## src/rtl/cv_fp_pkg.sv

```systemverilog
// Shared IEEE-754 binary64 constants and helpers for the cv_fp converter family.
package cv_fp_pkg;

  localparam int unsigned F64_EXP_W  = 11;
  localparam int unsigned F64_FRAC_W = 52;
  localparam logic [F64_EXP_W-1:0] F64_BIAS = 11'd1023;
  localparam logic [63:0] F64_POS_ZERO = 64'h0000_0000_0000_0000;

  typedef struct packed {
    logic                  sign;
    logic [F64_EXP_W-1:0]  exp;
    logic [F64_FRAC_W-1:0] frac;
  } f64_t;

  function automatic logic [63:0] f64_pack(input logic s,
                                           input logic [F64_EXP_W-1:0] e,
                                           input logic [F64_FRAC_W-1:0] f);
    f64_t v;
    v.sign = s;
    v.exp  = e;
    v.frac = f;
    return v;
  endfunction

endpackage

```

## src/rtl/cv_lzc32.sv

```systemverilog
// Combinational 32-bit leading-zero counter; zero_o flags an all-zero input (cnt_o is 0 then).
module cv_lzc32 (
  input  logic [31:0] data_i,
  output logic [4:0]  cnt_o,
  output logic        zero_o
);

  // Highest set bit wins because later iterations overwrite earlier ones.
  always_comb begin
    cnt_o = 5'd0;
    for (int i = 0; i < 32; i++) begin
      if (data_i[i]) cnt_o = 5'(31 - i);
    end
  end

  assign zero_o = ~|data_i;

endmodule

```

## src/rtl/cv_fp_cvt_fl2_f64_i32.sv

```systemverilog
// 32-bit integer to binary64 converter, fixed 2-cycle latency, exact (no rounding).
// Optional pipeline stall input en when CV_FP_CVT_STALL_EN is defined.
module cv_fp_cvt_fl2_f64_i32
  import cv_fp_pkg::*;
#(
  parameter int SIGNED = 1
) (
  input  logic        clk,
  input  logic        reset,
`ifdef CV_FP_CVT_STALL_EN
  input  logic        en,
`endif
  input  logic [31:0] arg,
  input  logic        arg_valid,
  output logic [63:0] result,
  output logic        result_valid
);

  // Two's-complement negate of 0x80000000 yields 0x80000000, which read unsigned is 2^31.
  function automatic logic [31:0] abs32(input logic signed [31:0] v);
    return (v < 0) ? (~$unsigned(v) + 32'd1) : $unsigned(v);
  endfunction

  logic adv;
`ifdef CV_FP_CVT_STALL_EN
  assign adv = en;
`else
  assign adv = 1'b1;
`endif

  logic signed [31:0] arg_s;
  logic               sign_d;
  logic [31:0]        mag_d;

  assign arg_s = arg;

  always_comb begin
    sign_d = 1'b0;
    mag_d  = arg;
    if (SIGNED != 0) begin
      sign_d = arg_s[31];
      mag_d  = abs32(arg_s);
    end
  end

  logic        sign_p1_q;
  logic [31:0] mag_p1_q;
  logic        vld_p1_q;

  // ---- stage 1 -> stage 2 boundary ----
  logic [4:0]            lz;
  logic                  mag_zero;
  logic [4:0]            lead_pos;
  logic [30:0]           below_lead;
  logic [F64_EXP_W-1:0]  exp_d;
  logic [F64_FRAC_W-1:0] frac_d;
  logic [63:0]           result_d;

  cv_lzc32 u_lzc (
    .data_i (mag_p1_q),
    .cnt_o  (lz),
    .zero_o (mag_zero)
  );

  assign lead_pos   = 5'd31 - lz;
  assign below_lead = 31'(mag_p1_q << lz);
  assign exp_d      = F64_BIAS + {6'd0, lead_pos};
  assign frac_d     = {below_lead, 21'd0};
  assign result_d   = mag_zero ? F64_POS_ZERO : f64_pack(sign_p1_q, exp_d, frac_d);

  logic [63:0] result_p2_q;
  logic        vld_p2_q;

  always_ff @(posedge clk or negedge reset) begin
    if (!reset) begin
      sign_p1_q   <= 1'b0;
      mag_p1_q    <= 32'd0;
      vld_p1_q    <= 1'b0;
      result_p2_q <= F64_POS_ZERO;
      vld_p2_q    <= 1'b0;
    end else if (adv) begin
      sign_p1_q   <= sign_d;
      mag_p1_q    <= mag_d;
      vld_p1_q    <= arg_valid;
      result_p2_q <= result_d;
      vld_p2_q    <= vld_p1_q;
    end
  end

  // ---- stage 2 output ----
  assign result       = result_p2_q;
  assign result_valid = vld_p2_q;

endmodule

```

## config.mk

```make
export PLATFORM = sky130hd
export DESIGN_NAME = cv_fp_cvt_fl2_f64_i32
export DESIGN_NICKNAME = d
export VERILOG_FILES = /design/src/rtl/cv_fp_pkg.sv /design/src/rtl/cv_lzc32.sv /design/src/rtl/cv_fp_cvt_fl2_f64_i32.sv
export SDC_FILE = /design/constraint.sdc
export NUM_CORES = 1
export LEC_CHECK = 0
export ABC_AREA = 1
export ABC_CLOCK_PERIOD_IN_PS = 6000
export CAP_MARGIN = 30
export CORE_ASPECT_RATIO = 0.6
export CORE_MARGIN = 4
export CORE_UTILIZATION = 24
export DETAILED_ROUTE_END_ITERATION = 8
export PLACE_DENSITY = 0.49
export SLEW_MARGIN = 0
export SYNTH_ARGS = -nofsm -noshare
export SYNTH_HDL_FRONTEND = slang
export SYNTH_SLANG_ARGS = --single-unit
```

## constraint.sdc

```tcl
create_clock -name clk -period 6 [get_ports clk]
set_clock_uncertainty 0.1 [all_clocks]
set_input_delay 1.2 -clock clk [delete_from_list [all_inputs] [get_ports clk]]
set_output_delay 1.2 -clock clk [all_outputs]
set_load 0.05 [all_outputs]
```

# Word level (Yosys, flattened, before mapping)
# Index checks and enable logic that the tools add are counted.
# word_totals
ff_bits	99
in_bits	35
out_inout_bits	65
wordCells	46
# op_classes
add_sub_neg	3
magnitude_cmp	1
shifts	1
mux	34
n_bitwise	1
reduce_logical	1
# op_table
op	count
$mux 5	32
$mux 64	1
$add 32x1->32 const B	1
$lt 32x1->1 const B	1
$mux 32	1
$not 32->32	1
$reduce_or 32->1	1
$shl 32x5->31	1
$add 10x5->11 const A	1
$sub 5x5->5 const A	1

# Depth between registers and ports, before layout
# Gate-level depths: netlist of the first run.
# logic_depth
ltp_word	35
mapped_depth	41
mapped_depth_nobuf	40

# Modules after synthesis
# From an unflattened synthesis of the first run, not the netlist that was laid out.
# unflattened
hier_cells	788
area_unflattened_um2	5325.1
# by_module_without_submodules
module	n_inst	cells_per_inst	area_each_um2	seq_area_each_um2
cv_fp_cvt_fl2_f64_i32	1	682	4855.9	1926.8
cv_lzc32	1	106	469.2	0.0

# Worst setup path before layout of the first run
# No wires, ideal clock.
# synth_path
path_type	input-to-reg
startpoint	input port arg[1]
endpoint	register mag_p1_q[30]
setup_time_ns	0.079
arrival_time_ns	3.091
required_time_ns	5.821
path_slack_ns	2.730
cell_stages	14
path_buffers	0
path_cell_list	inv_1 > ha_1 > inv_1 > nor3_1 > nor3b_1 > nand2_1 > nor3_1 > inv_1 > nor4_1 > nor2_1 > a21oi_1 > o21ai_0 > nor2_1 > xor2_1
# synth_via
elab_chain_cells	3
elab_cells_between_ends	4
classes_between	add/sub: 1; order compare: 1; mux: 1; bitwise: 1
# synth_lines
element	line_no	source
start, declared	cv_fp_cvt_fl2_f64_i32.sv:13	input logic [31:0] arg,
$not 32->32	cv_fp_cvt_fl2_f64_i32.sv:21	return (v < 0) ? (~$unsigned(v) + 32'd1) : $unsigned(v);
$add 32x1->32	cv_fp_cvt_fl2_f64_i32.sv:21	
$mux 32 (*)	cv_fp_cvt_fl2_f64_i32.sv:21	
named net mag_d[30]	cv_fp_cvt_fl2_f64_i32.sv:33	logic [31:0] mag_d;
end signal, assigned	cv_fp_cvt_fl2_f64_i32.sv:83	mag_p1_q <= mag_d;
end, declared	cv_fp_cvt_fl2_f64_i32.sv:47	logic [31:0] mag_p1_q;
# Mark *: on every way through the listed nets, which the timed path passes. The rest lies on a longest branch.

# Worst setup path in the final report of the first run
# layout_path
startpoint	input port arg[0]
endpoint	register mag_p1_q[30]
# Same word-level chain as after synthesis.

==> results.yml, run 1 <==
run_status:
  outcome: "finished clean"
power:
  finalPower_mw: 1.98
  seqPwrFrac_pct: 31.8
  leakage_nw: 2.97
  intPower_mw: 1.18
  clkPwrFrac_pct: 28.4
  power_switching_uw: 797
  swShare_pct: 40.2
  irDropWorstVdd_mv: 0.176
  p_per_area_nw_per_um2: 316
  p_comb_share_pct: 39.8
sta:
  worst_pin_slew_ns: 0.995
  finalSetupTns_ns: 0
  setup_viol: 0
  hold_viol: 0
  fmax_ghz: 0.244
  drv_slew: 0
  finalCritPeriodShare_pct: 68.3
  relSlewSlack_pct: 33.3
  postLayoutSetupSlackWorst_ns: 1.90
  rsz0062_at_grt: "false"
  whs_ns: 0.257
  finalCriticalPeriod_ns: 4.10
min_path:
  min_path_type: "register to register"
  min_from: "vld_p1_q$_DFF_PN0_"
layout:
  syn_to_final_growth_pct: 25.2
  regArea_sq_um: 1930
  multi_input_area_sq_um: 2560
  final_core_util_pct: 31.0
  drive_above_1_share_pct: 4.53
  n_antenna_cell: 0
  final_cells: 1068
  nNetsFinal: 827
  nFillCells: 2250
  fin_area_sq_um: 6260
worst_setup_path:
  crit_path_max_incr_delay_ns: 0.47
  rr_startpoint: "mag_p1_q[2]$_DFF_PN0_"
  worstSetupStartpointType: "input pin"
  crit_fanout: 3
  cp_slowest_cell: "nor4_1"
  worst_ep_arrival_time_ns: 4.27
  cp-end-kind: "register"
  crit_required_ns: 6.17
  crit_top_cell: "inv_1"
  crit_type: "input pin to register"
  cp_cell_sequence: "clkdlybuf4s50_1 > inv_1 > ha_1 > inv_1 > nor3_1 > nor3b_1 > nand2_1 > nor3_1 > inv_1 > nor4_1 > nor2_1 > a21oi_1 > o21ai_0 > nor2_1 > xor2_1"
  startpoint: "arg[0]"
global_routing:
  use_met3_pct: 3.56
  antenna_found_initial: 0
  use_met2_pct: 17.7
  grt_util_met1_pct: 21.3
  grt_pass1_wl_mm: 24.7
  grt.overflow.total: 0
  first_global_vias: 4588
  grt_max_degree: 44
  grt.total_usage_pct: 13.3
  busiest_layer: "met1"
place:
  dpl.hpwl_mm: 12.1
  port_buffers: 78
  place_ws_ns: 1.58
  place_congestion: 0.887
  post-place-cells: 1052
  dpl_cell_area_sq_um: 5950
synth:
  synth_top_family_by_area: "simple AND/OR/NAND/NOR gates"
  netlist_area_sq_um: 5000
  synthMuxAreaShare_pct: 0
  yosysUniqueCellTypes: 35
  syn_inst: 727
  synth.avg_cell_area_sq_um: 6.88
  ys_seq_area_share_pct: 38.5
  synthAdderAreaFrac_pct: 0.501
  synth-xor-area-share_pct: 5.26
  yosys_warnings: 0
  ys_ff_latch: 77
  synth_simple_gate_area_share_pct: 39.3
  synth_compound_area_share_pct: 4.56
floorplan:
  initial_core_util_pct: 24.7
  rows: 40
  die_w_um: 194
  fp.dieArea_sq_um: 23300
  ios: 100
  die_y_um: 120
  core_area_sq_um: 20200
route:
  final_antenna_net_count: 0
  drt_iter0_markers: 435
  vias: 4744
  drc: 0
  vias_per_cell: 4.44
  first_pass_iters: 5
  routed_wl_mm: 15.5
  wl_per_cell_um: 14.5
clock_network:
  cts-resized-gates: 0
  clock_latency_ns: 0.34
  cts_max_level: 3
  clk_pin_slew_ns: 0.06
  hold_buffers: 0
  numClockSinks: 77
  cts_root_buffer: "clkbuf_16"
  cts_buffer_depth: 2
  cts_tree: "built"
  cts_setup_buffers: 0
  cts_buffers: 9
flow_run:
  drv_cap: 0
cell families after synthesis:
family                   Yosys count
AND/OR/NAND/NOR                  450
buffers and inverters            126
flip-flops                        77
AO/OA/AOI/OAI                     41
XOR/XNOR                          30
adder cells (fa/ha/maj)            2
other                              1
metal layers:
| metal | wire length, um | vias to the layer above |
|---|---|---|
| met3 | 896 | 10 |
| li1 | - | 2407 |
| met1 | 8560 | 2193 |
| met4 | 106 | 0 |
| met5 | 0 | - |
| met2 | 5890 | 134 |
power by group through the flow:
stage / logic, mW / registers, mW / clock network, mW
2_1_floorplan: 0.342 / 0.835 / 0
3_3_place_gp: 0.783 / 0.641 / 0
3_5_place_dp: 0.784 / 0.638 / 0
4_1_cts: 0.788 / 0.631 / 0.579
5_1_grt: 0.858 / 0.639 / 0.604
6_report: 0.788 / 0.629 / 0.563
worst paths after layout:
check                                          to  slack [ns]  depth (start not counted)
max                        mag_p1_q[30]$_DFF_PN0_        1.90                         15
min                        result_valid$_DFF_PN0_        0.26                          0
max reg2reg                  result[49]$_DFF_PN0_        1.90                         37
min reg2reg                result_valid$_DFF_PN0_        0.26                          0
max in group asynchronous    result[29]$_DFF_PN0_        4.51                          2
min in group asynchronous      vld_p1_q$_DFF_PN0_        0.71                          1
cells in the final DEF, fill, tap and decap left out, types with 2 or more instances in the layout:
cell	count
or2_2	2
nand3_2	2
conb_1	21
nand2_1	196
clkbuf_16	9
o31ai_1	2
ha_1	2
nor4_1	5
a21oi_1	15
nand4_1	4
nor3b_1	3
o21ai_1	4
clkdlybuf4s50_1	77
clkinv_2	3
clkbuf_8	3
nor2_1	69
xor2_1	16
o21ai_0	14
xnor2_1	14
clkinv_1	2
dfrtp_1	77
inv_1	70
buf_4	6
inv_2	2
nand2_2	4
nand3_1	152
nor3_1	11
cell usage after synthesis:
| cell | n | area, sq um |
|---|---|---|
| nand2_1 | 196 | 736 |
| nand3_1 | 152 | 761 |
| dfrtp_1 | 77 | 1930 |
| inv_1 | 70 | 263 |
| nor2_1 | 69 | 259 |
| buf_4 | 22 | 165 |
| clkbuf_1 | 17 | 63.8 |
| xor2_1 | 16 | 140 |
| a21oi_1 | 15 | 75.1 |
| o21ai_0 | 14 | 70.1 |
| xnor2_1 | 14 | 123 |
| nor3_1 | 11 | 55.1 |
| buf_2 | 8 | 40.0 |
| nor4_1 | 5 | 31.3 |
| nand2_2 | 4 | 25.0 |
| nand4_1 | 4 | 25.0 |
| o21ai_1 | 4 | 20.0 |
| buf_6 | 3 | 33.8 |
| nor3b_1 | 3 | 22.5 |
| buf_1 | 2 | 7.51 |
| clkinv_1 | 2 | 7.51 |
| ha_1 | 2 | 25.0 |
| inv_2 | 2 | 7.51 |
| nand3_2 | 2 | 20.0 |
| o31ai_1 | 2 | 15.0 |
| or2_2 | 2 | 12.5 |
| a211o_1 | 1 | 8.76 |
| a311oi_1 | 1 | 8.76 |
| conb_1 | 1 | 3.75 |
| nand2_4 | 1 | 11.3 |
| nor2_2 | 1 | 6.26 |
| o211ai_1 | 1 | 7.51 |
| o21ai_2 | 1 | 8.76 |
| o21bai_1 | 1 | 7.51 |
| o22ai_1 | 1 | 6.26 |
final cells by class:
cell class	count	share of cell area (%)
multi-input combinational	544	40.9
sequential	77	30.8
timing repair buffer	84	13.5
tap	273	5.46
inverter	74	4.44
clock buffer	12	4.26
clock inverter	4	0.720
registers in the layout, indices dropped and copies added, names as in the netlist:
| signal | flops |
|---|---|
| result_valid | 1 |
| result | 42 |
| mag_p1_q | 32 |
| sign_p1_q | 1 |
| vld_p1_q | 1 |
worst max-delay path: cells and delay by family:
kind / cells / cell delay [ns]
buffers and inverters: 4 / 0.67
and+or+nand+nor: 7 / 1.70
xor gates and xnor gates: 1 / 0.14
AOI/OAI and AO/OA: 2 / 0.40
adders and majority gates: 1 / 0.14
(Power assumes the default switching activity.)
==> run 2, diff against run 1 <==
--- a/config.mk
+++ b/config.mk
@@ -6,7 +6,7 @@
 export NUM_CORES = 1
 export LEC_CHECK = 0
 export ABC_AREA = 1
-export ABC_CLOCK_PERIOD_IN_PS = 6000
+export ABC_CLOCK_PERIOD_IN_PS = 4100
 export CAP_MARGIN = 30
 export CORE_ASPECT_RATIO = 0.6
 export CORE_MARGIN = 4
==> constraint.sdc (replaced) <==
create_clock -name clk -period 4.1 [get_ports clk]
set_clock_uncertainty 0.1 [all_clocks]
set_input_delay 0.82 -clock clk [delete_from_list [all_inputs] [get_ports clk]]
set_output_delay 0.82 -clock clk [all_outputs]
set_load 0.05 [all_outputs]
==> run 2 against run 1 <==
  * Non-clock buffer count rose by 10
  * Flip-flop and latch count did not move
  * Register-to-register slack got worse by 1.4 ns
  * Worst hold slack got worse by 0.0052 ns
  * Sequential power rose by 47%
  * Count of clock-buffer cells in the layout fell by 2
  * Cell count rose by 0.94%
  * Design area rose by 0.78%
  * Clock power rose by 40%
  * Worst setup slack got worse by 1.4 ns
  * Critical endpoint is now result[49]$_DFF_PN0_
  * Largest power group unchanged
  * Highest routed layer unchanged
==> results.yml, run 2 (synthesis results as in run 1) <==
layout:
  n_antenna_cell: 0
  drive_above_1_share_pct: 5.59
  final_cells: 1078
  nNetsFinal: 837
  layout_commonest_cell: "nand2_1"
  largest_reg_flops: 42
  layout_common_cells: "nand2_1, nand3_1, clkdlybuf4s50_1, dfrtp_1, inv_1"
  syn_to_final_growth_pct: 26.2
  final_core_util_pct: 31.2
  fin_area_sq_um: 6310
power:
  clkPwrFrac_pct: 27.5
  p_per_area_nw_per_um2: 454
  irDropWorstVdd_mv: 0.229
  power_switching_mw: 1.17
  p_comb_share_pct: 40.4
  finalPower_mw: 2.87
  seqPwrFrac_pct: 32.1
  swShare_pct: 41.0
  intPower_mw: 1.69
  leakage_nw: 3.00
place:
  place_ws_ns: 0.220
  port_buffers: 78
  post-place-cells: 1062
  place_congestion: 0.877
  dpl_cell_area_sq_um: 6020
  dpl.hpwl_mm: 12.2
min_path:
  min_path_type: "register to register"
sta:
  finalSetupTns_ns: 0
  fmax_ghz: 0.280
  whs_ns: 0.252
  drv_slew: 0
  finalCritPeriodShare_pct: 87.0
  rsz0062_at_grt: "false"
  worst_pin_slew_ns: 0.976
  setup_viol: 0
  hold_viol: 0
  postLayoutSetupSlackWorst_ns: 0.535
  relSlewSlack_pct: 34.8
  finalCriticalPeriod_ns: 3.57
flow_run:
  drv_cap: 0
floorplan:
  rows: 40
  fp.dieArea_sq_um: 23300
  ios: 100
  core_area_sq_um: 20200
  die_w_um: 194
  die_y_um: 120
  initial_core_util_pct: 24.7
clock_network:
  clock_latency_ns: 0.34
  cts_max_level: 3
  cts_root_buffer: "clkbuf_16"
  hold_buffers: 0
  numClockSinks: 77
  cts_setup_buffers: 0
  cts_buffer_depth: 2
  cts-resized-gates: 0
  cts_tree: "built"
  cts_buffers: 9
  clk_pin_slew_ns: 0.06
worst_setup_path:
  worstSetupStartpointType: "register"
  crit_required_ns: 4.28
  crit_path_max_incr_delay_ns: 0.40
  crit_fanout: 20
  worst_ep_arrival_time_ns: 3.74
  crit_type: "register to register"
  cp-end-kind: "register"
  cp_slowest_cell: "dfrtp_1"
  crit_top_cell: "nand2_1"
route:
  vias: 4762
  wl_per_cell_um: 14.1
  final_antenna_net_count: 0
  vias_per_cell: 4.42
  drc: 0
  drt_iter0_markers: 555
  first_pass_iters: 5
  routed_wl_mm: 15.2
global_routing:
  use_met2_pct: 17.2
  grt.total_usage_pct: 13.1
  first_global_vias: 4553
  grt_util_met1_pct: 21.5
  antenna_found_initial: 0
  grt_pass1_wl_mm: 24.6
  busiest_layer: "met1"
  grt.overflow.total: 0
  grt_max_degree: 40
  use_met3_pct: 2.95
run_status:
  outcome: "finished clean"
[run 2: worst max-delay path: cells and delay by family (launching register included)]
| kind | cells | cell delay (ns) |
|---|---|---|
| flops | 1 | 0.40 |
| simple gates | 35 | 2.56 |
| buf+inv | 2 | 0.40 |
[run 2: power groups by stage]
| stage | Sequential, mW | Clock (mW) | Combinational [mW] |
|---|---|---|---|
| floorplan | 1.22 | 0 | 0.500 |
| CTS | 0.925 | 0.810 | 1.16 |
| finish | 0.922 | 0.788 | 1.16 |
| global route | 0.935 | 0.851 | 1.26 |
| detailed placement | 0.935 | 0 | 1.15 |
| global placement | 0.938 | 0 | 1.16 |
[run 2: final cells by class]
class | instances | area [sq um]
clock inverter | 6 | 63.8
fill | 2244 | 13900
multi-input combinational | 544 | 2560
clock buffer | 10 | 229
inverter | 74 | 278
sequential | 77 | 1930
timing repair buffer | 94 | 911
tap | 273 | 342
[run 2: routing by layer]
metal	share of wire [%]	vias to the layer above
met5	0	-
met4	0.69	0
met3	6.1	10
met2	38	148
met1	55	2164
li1	-	2440
[run 2: path summary, 6_finish.rpt]
| kind | to | slack, ns | startpoint | depth (start not counted) |
|---|---|---|---|---|
| hold / removal | result_valid$_DFF_PN0_ | 0.25 | vld_p1_q$_DFF_PN0_ | 0 |
| setup reg to reg | result[49]$_DFF_PN0_ | 0.53 | mag_p1_q[2]$_DFF_PN0_ | 37 |
| setup / recovery | result[49]$_DFF_PN0_ | 0.53 | mag_p1_q[2]$_DFF_PN0_ | 37 |
| hold reg to reg | result_valid$_DFF_PN0_ | 0.25 | vld_p1_q$_DFF_PN0_ | 0 |
| max in group asynchronous | mag_p1_q[9]$_DFF_PN0_ | 2.97 | reset | 2 |
| min in group asynchronous | vld_p1_q$_DFF_PN0_ | 0.35 | reset | 1 |
